==> config.mk <==
export PLATFORM = sky130hd
export DESIGN_NAME = wb_cmd_master
export DESIGN_NICKNAME = d
export VERILOG_FILES = /design/src/rtl/wb_cmd_master.sv
export SDC_FILE = /design/constraint.sdc
export NUM_CORES = 1
export LEC_CHECK = 0
export BUFFER_PORTS_ARGS = -buffer_cell sky130_fd_sc_hd__buf_2
export CAP_MARGIN = 10
export CORE_ASPECT_RATIO = 1.1
export CORE_UTILIZATION = 25
export CTS_CLUSTER_SIZE = 20
export DETAILED_ROUTE_END_ITERATION = 12
export GPL_ROUTABILITY_DRIVEN = 0
export PLACE_DENSITY_LB_ADDON = 0.15
export SYNTH_ARGS = -nofsm -noshare
export SYNTH_HDL_FRONTEND = slang
export SYNTH_SLANG_ARGS = --single-unit
==> constraint.sdc <==
create_clock -name wb_clk -period 2.3 [get_ports wb_clk]
set_clock_uncertainty 0.2 [all_clocks]
set_input_delay 0.345 -clock wb_clk [delete_from_list [all_inputs] [get_ports wb_clk]]
set_output_delay 0.345 -clock wb_clk [all_outputs]
set_load 0.03 [all_outputs]
==> src/rtl/wb_cmd_master.sv <==
// Wishbone classic-cycle master: one local command in, one bus cycle out, one response pulse back.
// Build option: define WB_CMD_MASTER_RETRY_EN to re-issue cycles after RTY (up to MAX_RETRY times).
module wb_cmd_master #(
  parameter int dw        = 32,
  parameter int aw        = 32,
  parameter int TIMEOUT   = 255,
  parameter int MAX_RETRY = 3
) (
  input  logic          wb_clk,
  input  logic          wb_rst,
  input  logic          cmd_valid,
  output logic          cmd_ready,
  input  logic          cmd_we,
  input  logic [aw-1:0] cmd_adr,
  input  logic [dw-1:0] cmd_dat,
  input  logic [3:0]    cmd_sel,
  output logic          rsp_valid,
  output logic [dw-1:0] rsp_dat,
  output logic [1:0]    rsp_status,
  output logic [aw-1:0] wb_adr_o,
  output logic [dw-1:0] wb_dat_o,
  output logic [3:0]    wb_sel_o,
  output logic          wb_we_o,
  output logic          wb_cyc_o,
  output logic          wb_stb_o,
  output logic [2:0]    wb_cti_o,
  output logic [1:0]    wb_bte_o,
  input  logic [dw-1:0] wb_dat_i,
  input  logic          wb_ack_i,
  input  logic          wb_err_i,
  input  logic          wb_rty_i
);

  localparam int CW = ($clog2(TIMEOUT + 1) < 1) ? 1 : $clog2(TIMEOUT + 1);
  localparam logic [CW-1:0] TO_LAST = CW'((TIMEOUT == 0) ? 0 : TIMEOUT - 1);

  localparam logic [1:0] ST_OK  = 2'b00;
  localparam logic [1:0] ST_ERR = 2'b01;
  localparam logic [1:0] ST_RTY = 2'b10;
  localparam logic [1:0] ST_TO  = 2'b11;

`ifdef WB_CMD_MASTER_RETRY_EN
  localparam int RW = ($clog2(MAX_RETRY + 1) < 1) ? 1 : $clog2(MAX_RETRY + 1);
  localparam logic [RW-1:0] RETRY_LIM = RW'(MAX_RETRY);

  typedef enum logic [1:0] {IDLE, BUS, BACKOFF} state_t;
  logic [RW-1:0] retry_cnt;
`else
  typedef enum logic [1:0] {IDLE, BUS} state_t;
`endif

  state_t        state;
  logic [CW-1:0] to_cnt;

  assign cmd_ready = (state == IDLE);
  assign wb_cti_o  = 3'b000;
  assign wb_bte_o  = 2'b00;

  always_ff @(posedge wb_clk) begin
    if (wb_rst) begin
      state      <= IDLE;
      wb_cyc_o   <= 1'b0;
      wb_stb_o   <= 1'b0;
      wb_we_o    <= 1'b0;
      wb_adr_o   <= '0;
      wb_dat_o   <= '0;
      wb_sel_o   <= '0;
      rsp_valid  <= 1'b0;
      rsp_dat    <= '0;
      rsp_status <= ST_OK;
      to_cnt     <= '0;
`ifdef WB_CMD_MASTER_RETRY_EN
      retry_cnt  <= '0;
`endif
    end else begin
      rsp_valid <= 1'b0;
      case (state)
        IDLE: begin
          if (cmd_valid) begin
            wb_adr_o <= cmd_adr;
            wb_dat_o <= cmd_dat;
            wb_sel_o <= cmd_sel;
            wb_we_o  <= cmd_we;
            wb_cyc_o <= 1'b1;
            wb_stb_o <= 1'b1;
            to_cnt   <= '0;
`ifdef WB_CMD_MASTER_RETRY_EN
            retry_cnt <= '0;
`endif
            state    <= BUS;
          end
        end
        BUS: begin
          // Termination priority is err > rty > ack; the timeout only fires on a quiet cycle.
          if (wb_err_i) begin
            wb_cyc_o   <= 1'b0;
            wb_stb_o   <= 1'b0;
            rsp_valid  <= 1'b1;
            rsp_dat    <= '0;
            rsp_status <= ST_ERR;
            state      <= IDLE;
          end else if (wb_rty_i) begin
`ifdef WB_CMD_MASTER_RETRY_EN
            if (retry_cnt < RETRY_LIM) begin
              retry_cnt <= retry_cnt + 1'b1;
              wb_cyc_o  <= 1'b0;
              wb_stb_o  <= 1'b0;
              state     <= BACKOFF;
            end else begin
              wb_cyc_o   <= 1'b0;
              wb_stb_o   <= 1'b0;
              rsp_valid  <= 1'b1;
              rsp_dat    <= '0;
              rsp_status <= ST_RTY;
              state      <= IDLE;
            end
`else
            wb_cyc_o   <= 1'b0;
            wb_stb_o   <= 1'b0;
            rsp_valid  <= 1'b1;
            rsp_dat    <= '0;
            rsp_status <= ST_RTY;
            state      <= IDLE;
`endif
          end else if (wb_ack_i) begin
            wb_cyc_o   <= 1'b0;
            wb_stb_o   <= 1'b0;
            rsp_valid  <= 1'b1;
            rsp_dat    <= wb_we_o ? '0 : wb_dat_i;
            rsp_status <= ST_OK;
            state      <= IDLE;
          end else if (TIMEOUT != 0 && to_cnt == TO_LAST) begin
            wb_cyc_o   <= 1'b0;
            wb_stb_o   <= 1'b0;
            rsp_valid  <= 1'b1;
            rsp_dat    <= '0;
            rsp_status <= ST_TO;
            state      <= IDLE;
          end else begin
            to_cnt <= to_cnt + 1'b1;
          end
        end
`ifdef WB_CMD_MASTER_RETRY_EN
        BACKOFF: begin
          // Address/data/select registers still hold the original command.
          wb_cyc_o <= 1'b1;
          wb_stb_o <= 1'b1;
          to_cnt   <= '0;
          state    <= BUS;
        end
`endif
        default: state <= IDLE;
      endcase
    end
  end

endmodule

After elaboration in Yosys (flattened, before gate mapping)
Index checks and enable logic that the tools add are counted.
W data, S select, Z words.
{ "totals": {"reg_bits": 115, "in_bits": 107, "out_inout_bits": 112, "elab_cells": 60} }
{ "op_classes": {"addsub": 1, "n_eq_ne": 8, "n_mux": 31, "bitwise_logic": 1, "reduce_logical": 9} }
{ "ops": {"columns": ["cell", "n"], "rows": [
  ["$mux W32", 5],
  ["$mux W8", 5],
  ["$mux W2", 9],
  ["$pmux W8 S2", 1],
  ["$ne A2 B2 Y1 const B", 5],
  ["$mux W1", 9],
  ["$add A8 B1 Y8 const B", 1],
  ["$eq A8 B8 Y1 const B", 1],
  ["$reduce_and A2 Y1", 3],
  ["$reduce_and A6 Y1", 1],
  ["$ne A5 B5 Y1 const B", 1],
  ["$pmux W2 S2", 1],
  ["$reduce_bool A4 Y1", 1],
  ["$reduce_and A3 Y1", 1],
  ["$eq A2 B1 Y1 const B", 1],
  ["$logic_not A2 Y1", 1],
  ["$pmux W1 S2", 1],
  ["$reduce_bool A2 Y1", 1],
  ["$reduce_or A2 Y1", 1],
  ["$not A1 Y1", 1]
]} }

Depth between registers and ports, before layout
{ "depth": {"word_depth": 6, "depth_mapped": 7, "depth_no_buf": 6} }

Worst setup path before layout
No wires, ideal clock.
{ "synth_timing": {"path_kind": "register to register", "from": "register, netlist name wb_stb_o", "to": "register rsp_dat[10]", "setup_time_ps": 60, "arrival_ps": 1878, "required_ps": 2040, "slack_ps": 163, "path_stages_with_launch": 5, "path_buffers": 1, "period_less_slack_ps": 2137, "path_cell_list": "dfxtp_1 > inv_1 > nor4_1 > clkbuf_1 > a22o_1"} }
{ "synth_rtl": {"columns": ["item", "line_no", "rtl"], "rows": [
  ["end signal, assigned", "129", "rsp_dat <= wb_we_o ? '0 : wb_dat_i;"],
  ["end, declared", "18", "output logic [dw-1:0] rsp_dat,"]
]} }

==> impl_metrics.toml <==
[run_status]
status = "complete, no violations"

[clocking]
cts_setup_buffers = 0
h-tree-depth = 4
cts_buffers = 17
clkLatencyLatePin_ns = 0.41
cts_sinks = 113
cts_tree = "built"
cts_root_buffer = "clkbuf_16"
clk_path_buf_depth = 2
cts.clk_slew.worst_paths_ns = 0.06

[layout]
fillCellCount = 1469
drive_gt1_share_pct = 33.9
stdcell_count = 966
area_growth_pct = 73.1
num_antenna_cells = 0
seq_area_um2 = 2260
finalNetCount = 866
multi_input_area_um2 = 1540
final_area_um2 = 6820

[hold_path]
worstHoldStart = "wb_err_i"
hold_depth = 4
hp-class = "in -> reg"

[global_route]
top_usage_layer = "met2"
grt_pass1_vias = 4032
gr-usage-all-layers_pct = 15.3
grt_overflow = 0
antenna_found_initial = 0
grt_util_met2_pct = 24.8
grt_max_degree = 57
met3_usage_pct = 5.44
grt_pass1_wl_mm = 19.3
globalRouteMet1Util_pct = 17.5

[synthesis]
synth_top_flop_cell = "dfxtp_1"
synthArstFlopShare_pct = 0
ys_ff_latch = 113
postSynthCellCount = 448
ys_seq_area_share_pct = 57.4
synth_top_cell_by_area = "dfxtp_1"
synthDominantCellAreaShare_pct = 57.4
yosys_warnings = 0
synth_area_leaders = "dfxtp_1 (57%), nand2_1 (14%), a21oi_1 (9.5%)"
netlist_area_um2 = 3940
synth-edff-count = 0
synth_cell_type_count = 31
synth_area_per_cell_um2 = 8.80

[route]
drt-vias-per-instance = 4.33
post_drt_wl_per_cell_um = 12.7
first_pass_iters = 4
vias = 4180
drt_iter0_drc = 143
finalWirelength_mm = 12.3
drc = 0
drtAntennaViolNets = 0

[die]
io_pins = 219
die-area_um2 = 16300
die_w_um = 122
rows = 47
initial_core_util_pct = 25.9
die_h_um = 134
core_area_um2 = 15200

[sta]
rsz0062_at_grt = "false"
whs_ns = 0.168
final_max_slew_viol_count = 0
finalCriticalPeriod_ns = 2.12
worstMarginPinSlew_ns = 0.717
setup-tns-final_ns = 0
fmax_mhz = 472
period_share_pct = 92.0
hold_violations = 0
setup-violations-final = 0
relSlewSlack_pct = 52.1

[placement]
place_area_um2 = 5210
dpl.hpwl_mm = 8.05
dp.cells = 833
portBuffers = 213

[flow_run]
drv_cap = 0

[pwr]
powerDensity_nw_per_um2 = 795
p_leak_nw = 3.18
total_power_mw = 5.43
peakVddDrop_v = 0.000448

[worst_setup_path]
r2r_cells = 4
crit_required_ns = 2.43
r2r_start = "wb_stb_o"
cp-end-kind = "register"
crit_start = "wb_stb_o"
critPathKind = "reg -> reg"
cp.arrival_ns = 2.25
critPathLaunchType = "register"
critical_path.max_fanout = 11
## report_power, final
part	switching (mW)	total [mW]	internal, mW
combinational	0.411	0.713	0.302
sequential	0.0401	2.08	2.04
clock	0.902	2.63	1.73
## area by class of cell
type                            instances  share of cell area (%)
Multi-Input combinational cell        297                    22.5
Timing Repair Buffer                  324                    31.7
Tap cell                              196                    3.59
Sequential cell                       113                    33.2
Inverter                                4                   0.220
Clock inverter                          9                    1.52
Clock buffer                           23                    7.30
## layout by cell type, fill, tap and decap left out, drive strengths merged, types with 3 or more instances in the layout
cell         instances
inv                  4
nor2b                3
a22o                32
nand3                3
or4                  3
dlygate4sd3        101
o31ai                5
dfxtp              113
clkinv               5
a21oi               75
clkbuf              23
conb                 5
nor2                 8
nand2              143
buf                223
## worst max-delay path, cell delays in order, from the launching register on
cell     delay [ns]
dfxtp_1        0.50
nor4b_4        0.32
o21ai_1        0.31
or4_1          0.55
a21oi_1        0.16
## cell usage after synthesis, types with 2 or more instances
library cell  count
nand2_1         143
dfxtp_1         113
a21oi_1          75
a22o_1           32
clkbuf_1         28
nor2_1            8
buf_4             6
inv_1             4
o31ai_1           4
buf_2             3
nand3_1           3
nor2b_1           3
or4_1             3
ha_1              2
mux2i_1           2
nand2b_1          2
nand4_1           2
nor3_1            2
## final timing paths
| check | end | slack, ns |
|---|---|---|
| worst max register to register | to_cnt[5] | 0.18 |
| worst min-delay path | rsp_status[0] | 0.17 |
| worst min register to register | wb_dat_o[21] | 0.25 |
| worst max-delay path | to_cnt[5] | 0.18 |
## sequential cells by signal (all words and copies together) (netlist names)
register,cells
wb_adr_o,32
wb_dat_o,32
wb_sel_o,4
rsp_status,2
wb_stb_o,1
rsp_dat,32
rsp_valid,1
wb_we_o,1
to_cnt,8
## metrics by stage
stage	util [%]	setup WS (ns)
floorplan	-	0.163
finish	44.8	0.183
global route	44.8	0.0534
CTS	44.8	0.161
global placement	34.2	-0.0645
detailed placement	34.2	-0.115
## layer usage
layer  vias up  share of wire (%)  wire [µm]
li1       2116                  -          -
met1      1912                 42       5160
met2       133                 50       6110
met3        19                5.8        708
met4         0                2.5        309
met5         -                  0          0
## kinds of logic (layout without fill, tap and decap cells)
kind of cell,after synthesis,after routing,synth area share (%)
other cells,1,5,0.0951
simple gates,170,170,17.8
compound gates,115,115,18.2
fa+ha+maj,2,2,0.635
mux,3,3,0.793
xor+xnor,2,2,0.444
buf+inv,42,360,4.66
flops,113,113,57.4
## timing repair
action / CTS / global route
resized for setup: 1 / 0
endpoints found under the hold margin: 101 / 0
endpoints found under the setup margin: 32 / 0
hold buffers: 101 / 0
(Power assumes the default switching activity.)
